$ cat config.mk
export PLATFORM = sky130hd
export DESIGN_NAME = morra_match_sequencer
export DESIGN_NICKNAME = d
export VERILOG_FILES = /design/src/rtl/morra_pkg.sv /design/src/rtl/morra_move_capture.sv /design/src/rtl/morra_match_sequencer.sv
export SDC_FILE = /design/constraint.sdc
export NUM_CORES = 1
export LEC_CHECK = 0
export CORE_ASPECT_RATIO = 0.9
export CORE_UTILIZATION = 32
export DETAILED_ROUTE_END_ITERATION = 7
export SETUP_SLACK_MARGIN = 0.02
export SLEW_MARGIN = 20
export SYNTH_ARGS = -nofsm -noshare
export SYNTH_HDL_FRONTEND = slang
export SYNTH_SLANG_ARGS = --single-unit
$ cat constraint.sdc
create_clock -name clk -period 5.7 [get_ports clk]
set_clock_uncertainty 0.1 [all_clocks]
set_input_delay 0.57 -clock clk [delete_from_list [all_inputs] [get_ports clk]]
set_output_delay 0.57 -clock clk [all_outputs]
set_load 0.03 [all_outputs]
$ cat src/rtl/morra_pkg.sv
// Shared codes and state encoding for the Morra Cinese match sequencer.
// Move and result codes are plain 2-bit constants so they map straight onto engine pins.
package morra_pkg;

    localparam logic [1:0] MOVE_NONE = 2'b00;
    localparam logic [1:0] SASSO     = 2'b01;
    localparam logic [1:0] CARTA     = 2'b10;
    localparam logic [1:0] FORBICE   = 2'b11;

    localparam logic [1:0] RES_NULL  = 2'b00;
    localparam logic [1:0] RES_P1    = 2'b01;
    localparam logic [1:0] RES_P2    = 2'b10;
    localparam logic [1:0] RES_DRAW  = 2'b11;

    typedef enum logic [2:0] {
        ST_IDLE,
        ST_G_START,
        ST_COLLECT,
        ST_ISSUE,
        ST_WAIT,
        ST_G_END,
        ST_DONE
    } state_t;

endpackage

$ cat src/rtl/morra_move_capture.sv
// One-entry valid/ready holding register for a single player's move.
// o_move_nxt exposes the value that will be held after this edge, so the top can issue without a bubble.
module morra_move_capture (
    input  logic       clk,
    input  logic       rst_n,
    input  logic       i_en,
    input  logic       i_clr,
    input  logic       i_valid,
    input  logic [1:0] i_move,
    output logic       o_ready,
    output logic       o_take,
    output logic       o_full,
    output logic [1:0] o_move_nxt
);

    logic       r_full;
    logic [1:0] r_move;

    assign o_ready    = i_en && !r_full;
    assign o_take     = i_valid && o_ready;
    assign o_full     = r_full;
    assign o_move_nxt = r_full ? r_move : i_move;

    always_ff @(posedge clk) begin
        if (!rst_n) begin
            r_full <= 1'b0;
            r_move <= 2'b00;
        end else if (i_clr) begin
            r_full <= 1'b0;
        end else if (o_take) begin
            r_full <= 1'b1;
            r_move <= i_move;
        end
    end

endmodule

$ cat src/rtl/morra_match_sequencer.sv
// Best-of-N match controller: restarts the engine per game, feeds one move pair
// per round, samples ROUND/GAME after ENG_LAT cycles and keeps the match score.
module morra_match_sequencer
    import morra_pkg::*;
#(
    parameter int GAMES_TO_WIN = 2,
    parameter int MAX_GAMES    = 5,
    parameter int ENG_LAT      = 2,
    localparam int SW = $clog2(GAMES_TO_WIN + 1),
    localparam int GW = $clog2(MAX_GAMES + 1)
) (
    input  logic          clk,
    input  logic          rst_n,
    input  logic          match_start,
    input  logic [3:0]    cfg_rounds,
    input  logic          p1_valid,
    input  logic [1:0]    p1_move,
    output logic          p1_ready,
    input  logic          p2_valid,
    input  logic [1:0]    p2_move,
    output logic          p2_ready,
    output logic [1:0]    eng_p1,
    output logic [1:0]    eng_p2,
    output logic          eng_start,
    input  logic [1:0]    eng_round,
    input  logic [1:0]    eng_game,
    output logic          round_valid,
    output logic [1:0]    round_result,
    output logic          game_valid,
    output logic [1:0]    game_result,
    output logic [SW-1:0] score_p1,
    output logic [SW-1:0] score_p2,
    output logic [GW-1:0] games_played,
    output logic          busy,
    output logic          match_done,
    output logic [1:0]    match_winner
);

    localparam logic [SW-1:0] GTW      = SW'(GAMES_TO_WIN);
    localparam logic [GW-1:0] MAXG     = GW'(MAX_GAMES);
    localparam logic [2:0]    LAT_LAST = 3'(ENG_LAT - 1);

    state_t        r_state;
    logic [2:0]    r_cnt;
    logic [1:0]    r_eng_p1, r_eng_p2;
    logic          r_eng_start;
    logic          r_round_valid, r_game_valid;
    logic [1:0]    r_round_result, r_game_result, r_game, r_winner;
    logic [SW-1:0] r_score1, r_score2;
    logic [GW-1:0] r_gp;

    logic          w_take1, w_take2, w_full1, w_full2;
    logic [1:0]    w_mv1, w_mv2;
    logic          w_both;
    logic [SW-1:0] w_s1n, w_s2n;
    logic [GW-1:0] w_gpn;

    morra_move_capture u_cap_p1 (
        .clk        (clk),
        .rst_n      (rst_n),
        .i_en       (r_state == ST_COLLECT),
        .i_clr      (r_state == ST_ISSUE),
        .i_valid    (p1_valid),
        .i_move     (p1_move),
        .o_ready    (p1_ready),
        .o_take     (w_take1),
        .o_full     (w_full1),
        .o_move_nxt (w_mv1)
    );

    morra_move_capture u_cap_p2 (
        .clk        (clk),
        .rst_n      (rst_n),
        .i_en       (r_state == ST_COLLECT),
        .i_clr      (r_state == ST_ISSUE),
        .i_valid    (p2_valid),
        .i_move     (p2_move),
        .o_ready    (p2_ready),
        .o_take     (w_take2),
        .o_full     (w_full2),
        .o_move_nxt (w_mv2)
    );

    // Both moves held after this edge, counting a capture happening right now.
    assign w_both = (w_full1 || w_take1) && (w_full2 || w_take2);

    assign w_s1n = r_score1 + SW'(r_game == RES_P1);
    assign w_s2n = r_score2 + SW'(r_game == RES_P2);
    assign w_gpn = r_gp + GW'(1);

    assign eng_p1       = r_eng_p1;
    assign eng_p2       = r_eng_p2;
    assign eng_start    = r_eng_start;
    assign round_valid  = r_round_valid;
    assign round_result = r_round_result;
    assign game_valid   = r_game_valid;
    assign game_result  = r_game_result;
    assign score_p1     = r_score1;
    assign score_p2     = r_score2;
    assign games_played = r_gp;
    assign match_winner = r_winner;
    assign busy         = (r_state != ST_IDLE) && (r_state != ST_DONE);
    assign match_done   = (r_state == ST_DONE);

    always_ff @(posedge clk) begin
        if (!rst_n) begin
            r_state        <= ST_IDLE;
            r_cnt          <= 3'd0;
            r_eng_p1       <= MOVE_NONE;
            r_eng_p2       <= MOVE_NONE;
            r_eng_start    <= 1'b0;
            r_round_valid  <= 1'b0;
            r_round_result <= RES_NULL;
            r_game_valid   <= 1'b0;
            r_game_result  <= RES_NULL;
            r_game         <= RES_NULL;
            r_winner       <= RES_NULL;
            r_score1       <= '0;
            r_score2       <= '0;
            r_gp           <= '0;
        end else begin
            r_eng_start   <= 1'b0;
            r_eng_p1      <= MOVE_NONE;
            r_eng_p2      <= MOVE_NONE;
            r_round_valid <= 1'b0;
            r_game_valid  <= 1'b0;
            unique case (r_state)
                ST_IDLE, ST_DONE: begin
                    if (match_start) begin
                        r_state               <= ST_G_START;
                        r_eng_start           <= 1'b1;
                        {r_eng_p1, r_eng_p2}  <= cfg_rounds;
                        r_score1              <= '0;
                        r_score2              <= '0;
                        r_gp                  <= '0;
                        r_winner              <= RES_NULL;
                    end
                end
                ST_G_START: r_state <= ST_COLLECT;
                ST_COLLECT: begin
                    if (w_both) begin
                        r_state  <= ST_ISSUE;
                        r_eng_p1 <= w_mv1;
                        r_eng_p2 <= w_mv2;
                    end
                end
                ST_ISSUE: begin
                    r_cnt   <= 3'd0;
                    r_state <= ST_WAIT;
                end
                ST_WAIT: begin
                    if (r_cnt == LAT_LAST) begin
                        r_round_valid  <= 1'b1;
                        r_round_result <= eng_round;
                        r_game         <= eng_game;
                        r_state        <= (eng_game == RES_NULL) ? ST_COLLECT : ST_G_END;
                    end else begin
                        r_cnt <= r_cnt + 3'd1;
                    end
                end
                ST_G_END: begin
                    r_game_valid  <= 1'b1;
                    r_game_result <= r_game;
                    r_score1      <= w_s1n;
                    r_score2      <= w_s2n;
                    r_gp          <= w_gpn;
                    if (w_s1n == GTW) begin
                        r_winner <= RES_P1;
                        r_state  <= ST_DONE;
                    end else if (w_s2n == GTW) begin
                        r_winner <= RES_P2;
                        r_state  <= ST_DONE;
                    end else if (w_gpn == MAXG) begin
                        r_winner <= (w_s1n > w_s2n) ? RES_P1 :
                                    (w_s2n > w_s1n) ? RES_P2 : RES_DRAW;
                        r_state  <= ST_DONE;
                    end else begin
                        r_state              <= ST_G_START;
                        r_eng_start          <= 1'b1;
                        {r_eng_p1, r_eng_p2} <= cfg_rounds;
                    end
                end
                default: r_state <= ST_IDLE;
            endcase
        end
    end

endmodule

# Word level (Yosys, flattened, before mapping)
# Index checks and enable logic that the tools add are counted.
[op_classes] bitwise=2 mux=42 n_eq_ne=18 magnitude_cmp=2 reduce_logical=25 n_addsub=4
[op_table] op="two-way mux 2 bit" n=17
[op_table] op="two-way mux 3 bit" n=9
[op_table] op="one-hot mux 3 bit (6 select lines)" n=1
[op_table] op="== test 3 bit (second input constant)" n=4
[op_table] op="one-hot mux 2 bit (2 select lines)" n=3
[op_table] op="one-hot mux 2 bit (3 select lines)" n=2
[op_table] op="one-hot mux 3 bit (2 select lines)" n=2
[op_table] op="AND reduction 2 bit" n=6
[op_table] op="!= test 2 bit (second input constant)" n=4
[op_table] op="two-way mux 1 bit" n=7
[op_table] op="adder 3 x 1 -> 3 bit (second input constant)" n=2
[op_table] op="== test 2 bit (second input constant)" n=3
[op_table] op="== test 3 x 1 -> 1 bit (second input constant)" n=2
[op_table] op="== test 3 x 2 -> 1 bit (second input constant)" n=2
[op_table] op="logical AND 1 bit" n=6
[op_table] op="AND reduction 3 bit" n=2
[op_table] op="adder 2 x 1 -> 2 bit" n=2
[op_table] op="greater-than comparator 2 bit" n=2
[op_table] op="!= test 4 bit (second input constant)" n=1
[op_table] op="nonzero test 2 bit" n=2
[op_table] op="OR reduction 2 bit" n=2
[op_table] op="logical NOT 3 bit" n=1
[op_table] op="!= test 3 bit (second input constant)" n=1
[op_table] op="nonzero test 3 bit" n=1
[op_table] op="other kinds (6)" n=9
[totals] input_bits=17 out_inout_bits=24 reg_bits=34

# Logic depth before layout (Yosys ltp)
# Gate-level depths: netlist (run 1).
[logic_depth] ltp_word=9 depth_mapped=9

# Modules after synthesis
# From an unflattened synthesis (run 1), not the netlist that was laid out.
[unflattened] hier_cells=214 area_unflattened_um2=1778.0
[modules_own_cells] module="morra_match_sequencer" seq_area_each_um2=560.5 area_each_um2=1452.6 instances=1 cells_per_inst=182
[modules_own_cells] module="morra_move_capture" seq_area_each_um2=60.1 area_each_um2=162.7 instances=2 cells_per_inst=16

# Worst setup path before layout (run 1)
# OpenSTA, ideal clock, no wires.
[synth_path] kind="flip-flop to output port" from="register r_state[0]" to="output p1_ready" t_arrival_ns=1.758 path_stages_with_launch=3 path_slack_ns=3.272 path_buffers=1 t_required_ns=5.030 cell_sequence="dfxtp_1 > buf_2 > nor4b_1"
[synth_via] elab_chain_cells=2
[synth_lines] item="start, declared" line="morra_match_sequencer.sv:43" text="state_t r_state;"
[synth_lines] item="start signal, assigned" line="morra_match_sequencer.sv:156" text="r_state <= (eng_game == RES_NULL) ? ST_COLLECT : ST_G_END;"
[synth_lines] item="== test 3 x 2 -> 1 bit" line="morra_match_sequencer.sv:61" text=".i_en (r_state == ST_COLLECT),"
[synth_lines] item="logical AND 1 bit" line="morra_move_capture.sv:19" text="assign o_ready = i_en && !r_full;"
[synth_lines] item="end, declared" line="morra_match_sequencer.sv:18" text="output logic p1_ready,"
# Every way passes these cells.

# Final worst setup path (run 1)
[layout_path] from="register r_state[1]" to="output p1_ready"
# Same word-level chain as after synthesis.

==> metrics.cfg, run 1 <==
[placed_design]
port_buffers = 40
place.detailed.instances = 307
place_ws_ns = 2.92
place_area_sq_mm = 0.00218
dp_hpwl_um = 2810
gp_congestion = 0.772

[global_routing]
grt_start_max_net_pins = 25
track_usage = 0.147
grt_first_pass_wirelength_um = 6500
grt_pass1_vias = 1436
grt_overflow = 0
antenna_found_initial = 0

[clock_network]
cts_tree = built
clk_pin_slew_ns = 0.06
clk_path_buf_depth = 2
insertion_delay_ns = 0.28
root_buffer = clkbuf_8
cts_resized = 0
post_cts_buffers = 0
cts_hold_buf = 0
cts_sinks = 34
cts_made_buffers = 5
htreeDepth = 2

[detailed_routing]
via_per_inst = 5.04
antenna_left = 0
drtIter0Drc = 78
vias = 1583
routed_wl_um = 3970
drt_first_pass_iters = 4
wl_per_cell_um = 12.6
drc_errors = 0

[yosys]
ys_types = 43
syn-num-nets = 236
yosys_warnings = 0
yosys.area.top_type = dfxtp_1
async_flop_share = 0
yosysSeqAreaShare = 0.389
ys.flop_type = dfxtp_1
synth_edf_count = 0
yosys.area.top_type_share = 0.389
syn_area_sq_mm = 0.00175
synthTopCellsByArea = dfxtp_1, a21oi_1, ha_1
synth_cells = 211
ys_ff_latch = 34
syn_avg_cell_area_sq_um = 8.28

[job]
maxCapViolations = 0

[cells_and_area]
final_nets = 272
area_growth_pct = 29.1
final_cell_area_sq_mm = 0.00226
num_antenna_cells = 0
final_cells = 314
drive_above_1_share = 0.0405

[sta]
max_slew_margin = 0.492
rsz0062_at_grt = no
drv_slew = 0
fmax_ghz = 0.326
final.setup.tns_ns = 0
min_period_ns = 3.07
hold_viol = 0
setup_viol = 0
finalCritPeriodShare = 0.538
tightest_slew_ns = 0.761
setup_ws_ns = 2.63

[critical_path]
cpMaxStageDelayCell = clkdlybuf4s50_1
max_stage_delay_ns = 0.79
worstPathRequired_ns = 5.03
crit_buf_inv = 1
endpoint_kind = primary output
crit_arrival_ns = 2.40
cpLargestDelayFamily = buffers and inverters
startpoint_type = flip-flop
path_class = flip-flop to primary output
path_max_fanout = 22
path_cells = nor4b_1, clkdlybuf4s50_1

[die]
die_x_um = 79.9
die_y_um = 72.1
core_area_sq_mm = 0.00526
start_util = 0.333
die-area_sq_mm = 0.00576
num_rows = 25
io_pins = 41

[status]
status = finished, final reports clean

[pwr]
p_leak_nw = 0.866
p_total_mw = 0.570
ir_worst_vdd_v = 0.0000915
p_per_area_mw_per_mm2 = 253

[worst_hold_path]
worstHoldPathType = flip-flop to flip-flop

[routing by layer]
layer / vias up / wire length, um / track usage / share of wire
li1: 822 / - / - / -
met1: 737 / 1910 / 0.199 / 0.48
met2: 22 / 1870 / 0.220 / 0.47
met3: 2 / 157 / 0.0365 / 0.040
met4: 0 / 27 / 0.0655 / 0.0068
met5: - / 0 / 0 / 0
[final cells by class]
cell class                 count  area [sq um]
fill                         545          3000
clock buffer                   7          76.3
sequential                    34           681
tap                           67          83.8
inverter                       9          33.8
timing repair buffer          40           400
multi-input combinational    157           981
[tightest hold or removal path, stage by stage (launching register included)]
cell,delay [ns]
dfxtp_1,0.31
nand2_1,0.05
a21oi_1,0.05
[final timing paths]
check	from	endpoint	slack, ns	depth (start not counted)
worst max-delay path	r_state[1]	p1_ready	2.63	2
worst min-delay path	game_result[0]	game_result[0]	0.36	2
worst max register to register	r_game[0]	match_winner[1]	3.38	9
worst min register to register	game_result[0]	game_result[0]	0.36	2
[cell usage after synthesis (all sizes together) (2+ instances only)]
| master | n |
|---|---|
| buf | 4 |
| nand2b | 2 |
| and3 | 2 |
| nor3 | 5 |
| a221oi | 2 |
| xnor2 | 2 |
| o221a | 2 |
| nor4b | 2 |
| nand3 | 10 |
| nor2 | 26 |
| nor2b | 8 |
| o22ai | 4 |
| nand2 | 22 |
| xor2 | 3 |
| ha | 8 |
| inv | 9 |
| a22oi | 3 |
| clkbuf | 7 |
| a21oi | 21 |
| a31oi | 2 |
| dfxtp | 34 |
| o21ai | 6 |
| mux2i | 9 |
[layout by cell type, fill, tap and decap left out, types with 3 or more instances in the layout]
cell	count
nor3_1	5
a21oi_1	21
clkbuf_8	5
nand3_1	10
nand2_1	22
nor2b_1	8
nor2_1	26
clkdlybuf4s50_1	40
mux2i_1	9
a22oi_1	3
inv_1	9
ha_1	8
o22ai_1	4
dfxtp_1	34
o21ai_0	6
[stage by stage]
step                      hold slack (ns)  utilization
after floorplan                     0.336            -
after global placement              0.347        0.415
after detailed placement            0.350        0.415
after CTS                           0.359        0.429
after global routing                0.393        0.429
final                               0.356        0.429
[cells by family after synthesis]
group,Yosys count,share of synthesized area
simple gates,84,0.233
compound gates,51,0.190
flops,34,0.389
buf+inv,20,0.0494
mux,9,0.0515
fa+ha+maj,8,0.0573
xor+xnor,5,0.0294
[power breakdown]
part | switching, mW | internal (mW)
Sequential | 0.0256 | 0.249
Combinational | 0.0722 | 0.0608
Clock | 0.0785 | 0.0839
Power figures use the tool's default switching activity.
==> run 2, diff against run 1 <==
Clock period 5.7 ns to 2.7 ns, I/O delays scaled along.
==> run 2 against run 1 <==
Net effect:
- critical path depth up 2
- via count up 1.7%
- global-route usage up 1.0 points
- non-clock buffer count up 7
- worst hold slack worse by 0.0015 ns
- worst setup slack worse by 2.4 ns
- flip-flop and latch count unchanged
- final area up 3.8%
- count of clock-buffer cells in the layout up 1
- final cell count up 2.5%
- critical endpoint is now busy
==> metrics.cfg, run 2 (synthesis results as in run 1) <==
[status]
status = finished, final reports clean

[detailed_routing]
via_per_inst = 5.00
route.met2.wl_um = 2010
drt_first_pass_iters = 4
antenna_left = 0
drc_errors = 0
wl_per_cell_um = 13.1
drtIter0Drc = 64
routed_wl_um = 4230
wl_met3_um = 137
wl_met1_um = 2050
vias = 1610
highest_layer = met4

[cells_and_area]
fin_util = 0.446
final_common_cell = clkdlybuf4s50_1
final_cell_area_sq_mm = 0.00234
mostFrequentLayoutCells = clkdlybuf4s50_1, dfxtp_1, nor2_1, nand2_1, a21oi_1
area_growth_pct = 34.0
num_antenna_cells = 0
drive_above_1_share = 0.0784
final_cells = 322
final_nets = 279

[critical_path]
startpoint = r_state[2]
r2r_slack_ns = 0.43
rr_endpoint = match_winner[1]
startpoint_type = flip-flop
r2r_cells = 9
path_class = flip-flop to primary output
reg2reg_from = r_game[0]
worstPathRequired_ns = 2.33
path_max_fanout = 13
crit_arrival_ns = 2.08
endpoint_kind = primary output

[clock_network]
htreeDepth = 2
cts_hold_buf = 0
cts_sinks = 34
cts_resized = 0
post_cts_buffers = 0
insertion_delay_ns = 0.29
clk_path_buf_depth = 2
cts_tree = built
clk_pin_slew_ns = 0.07
root_buffer = clkbuf_8
cts_made_buffers = 5

[pwr]
sw_frac_of_total = 0.301
p_total_mw = 1.33
power.internal_mw = 0.929
clock_power_share = 0.335
p_leak_nw = 0.921
power_switching_mw = 0.400
ir_worst_vdd_v = 0.000205
p_comb_frac = 0.244
p_per_area_mw_per_mm2 = 568
seq_power_share = 0.421

[placed_design]
gp_congestion = 0.715
place_ws_ns = 0.451
place_area_sq_mm = 0.00223
port_buffers = 40
place.detailed.instances = 314
dp_hpwl_um = 2940

[sta]
finalCritPeriodShare = 0.908
drv_slew = 0
hold_ws_ns = 0.354
fmax_ghz = 0.408
tightest_slew_ns = 0.754
setup_ws_ns = 0.250
setup_viol = 0
min_period_ns = 2.45
max_slew_margin = 0.497
hold_viol = 0
final.setup.tns_ns = 0
rsz0062_at_grt = no

[die]
die_x_um = 79.9
num_rows = 25
start_util = 0.333
io_pins = 41
core_area_sq_mm = 0.00526
die_y_um = 72.1
die-area_sq_mm = 0.00576

[worst_hold_path]
worstHoldPathType = flip-flop to flip-flop
holdPathEnd = u_cap_p2.r_move[1]
min_path_cells = 2
min-delay-start = u_cap_p2.r_move[1]

[global_routing]
grt_first_pass_wirelength_um = 6840
grt_pass1_vias = 1502
grt_start_max_net_pins = 24
grt_overflow = 0
antenna_found_initial = 0
track_usage = 0.157

[job]
maxCapViolations = 0

## run 2: cell count changes in the layout (fill, tap and decap cells not counted)
| cell | change |
|---|---|
| clkbuf_1 | -2 |
| clkbuf_8 | +3 |
| buf_4 | +7 |
## run 2: layer usage
metal,up-vias,track usage
li1,835,-
met2,23,0.251
met5,-,0
met1,750,0.198
met4,0,0.0813
met3,2,0.0365
## run 2: how the worst max path moves through the flow
stage / slack [ns] / cells past startpoint / endpoint
after floorplan: 0.37 / 5 / u_cap_p1.r_move[0]
after global placement: 0.47 / 9 / match_winner[1]
after detailed placement: 0.45 / 9 / match_winner[1]
after CTS: 0.23 / 4 / busy
after global routing: 0.14 / 4 / busy
final: 0.25 / 4 / busy
## run 2: cell type report
type                            instances  area [sq um]
Clock buffer                            8           110
Fill cell                             518          2910
Multi-Input combinational cell        157           981
Sequential cell                        34           681
Timing Repair Buffer                   47           453
Tap cell                               67          83.8
Inverter                                9          33.8
## run 2: worst max-delay path: stages, from the launching register on
cell             delay (ns)
dfxtp_1                0.59
nor2b_1                0.33
nor3_1                 0.10
inv_1                  0.10
clkdlybuf4s50_1        0.66
## run 2: power groups by stage
stage / registers, mW / clock network, mW / logic, mW
detailed placement: 0.572 / 0 / 0.324
global route: 0.564 / 0.469 / 0.358
finish: 0.559 / 0.446 / 0.324
CTS: 0.560 / 0.456 / 0.325
global placement: 0.571 / 0 / 0.323
floorplan: 0.571 / 0 / 0.208
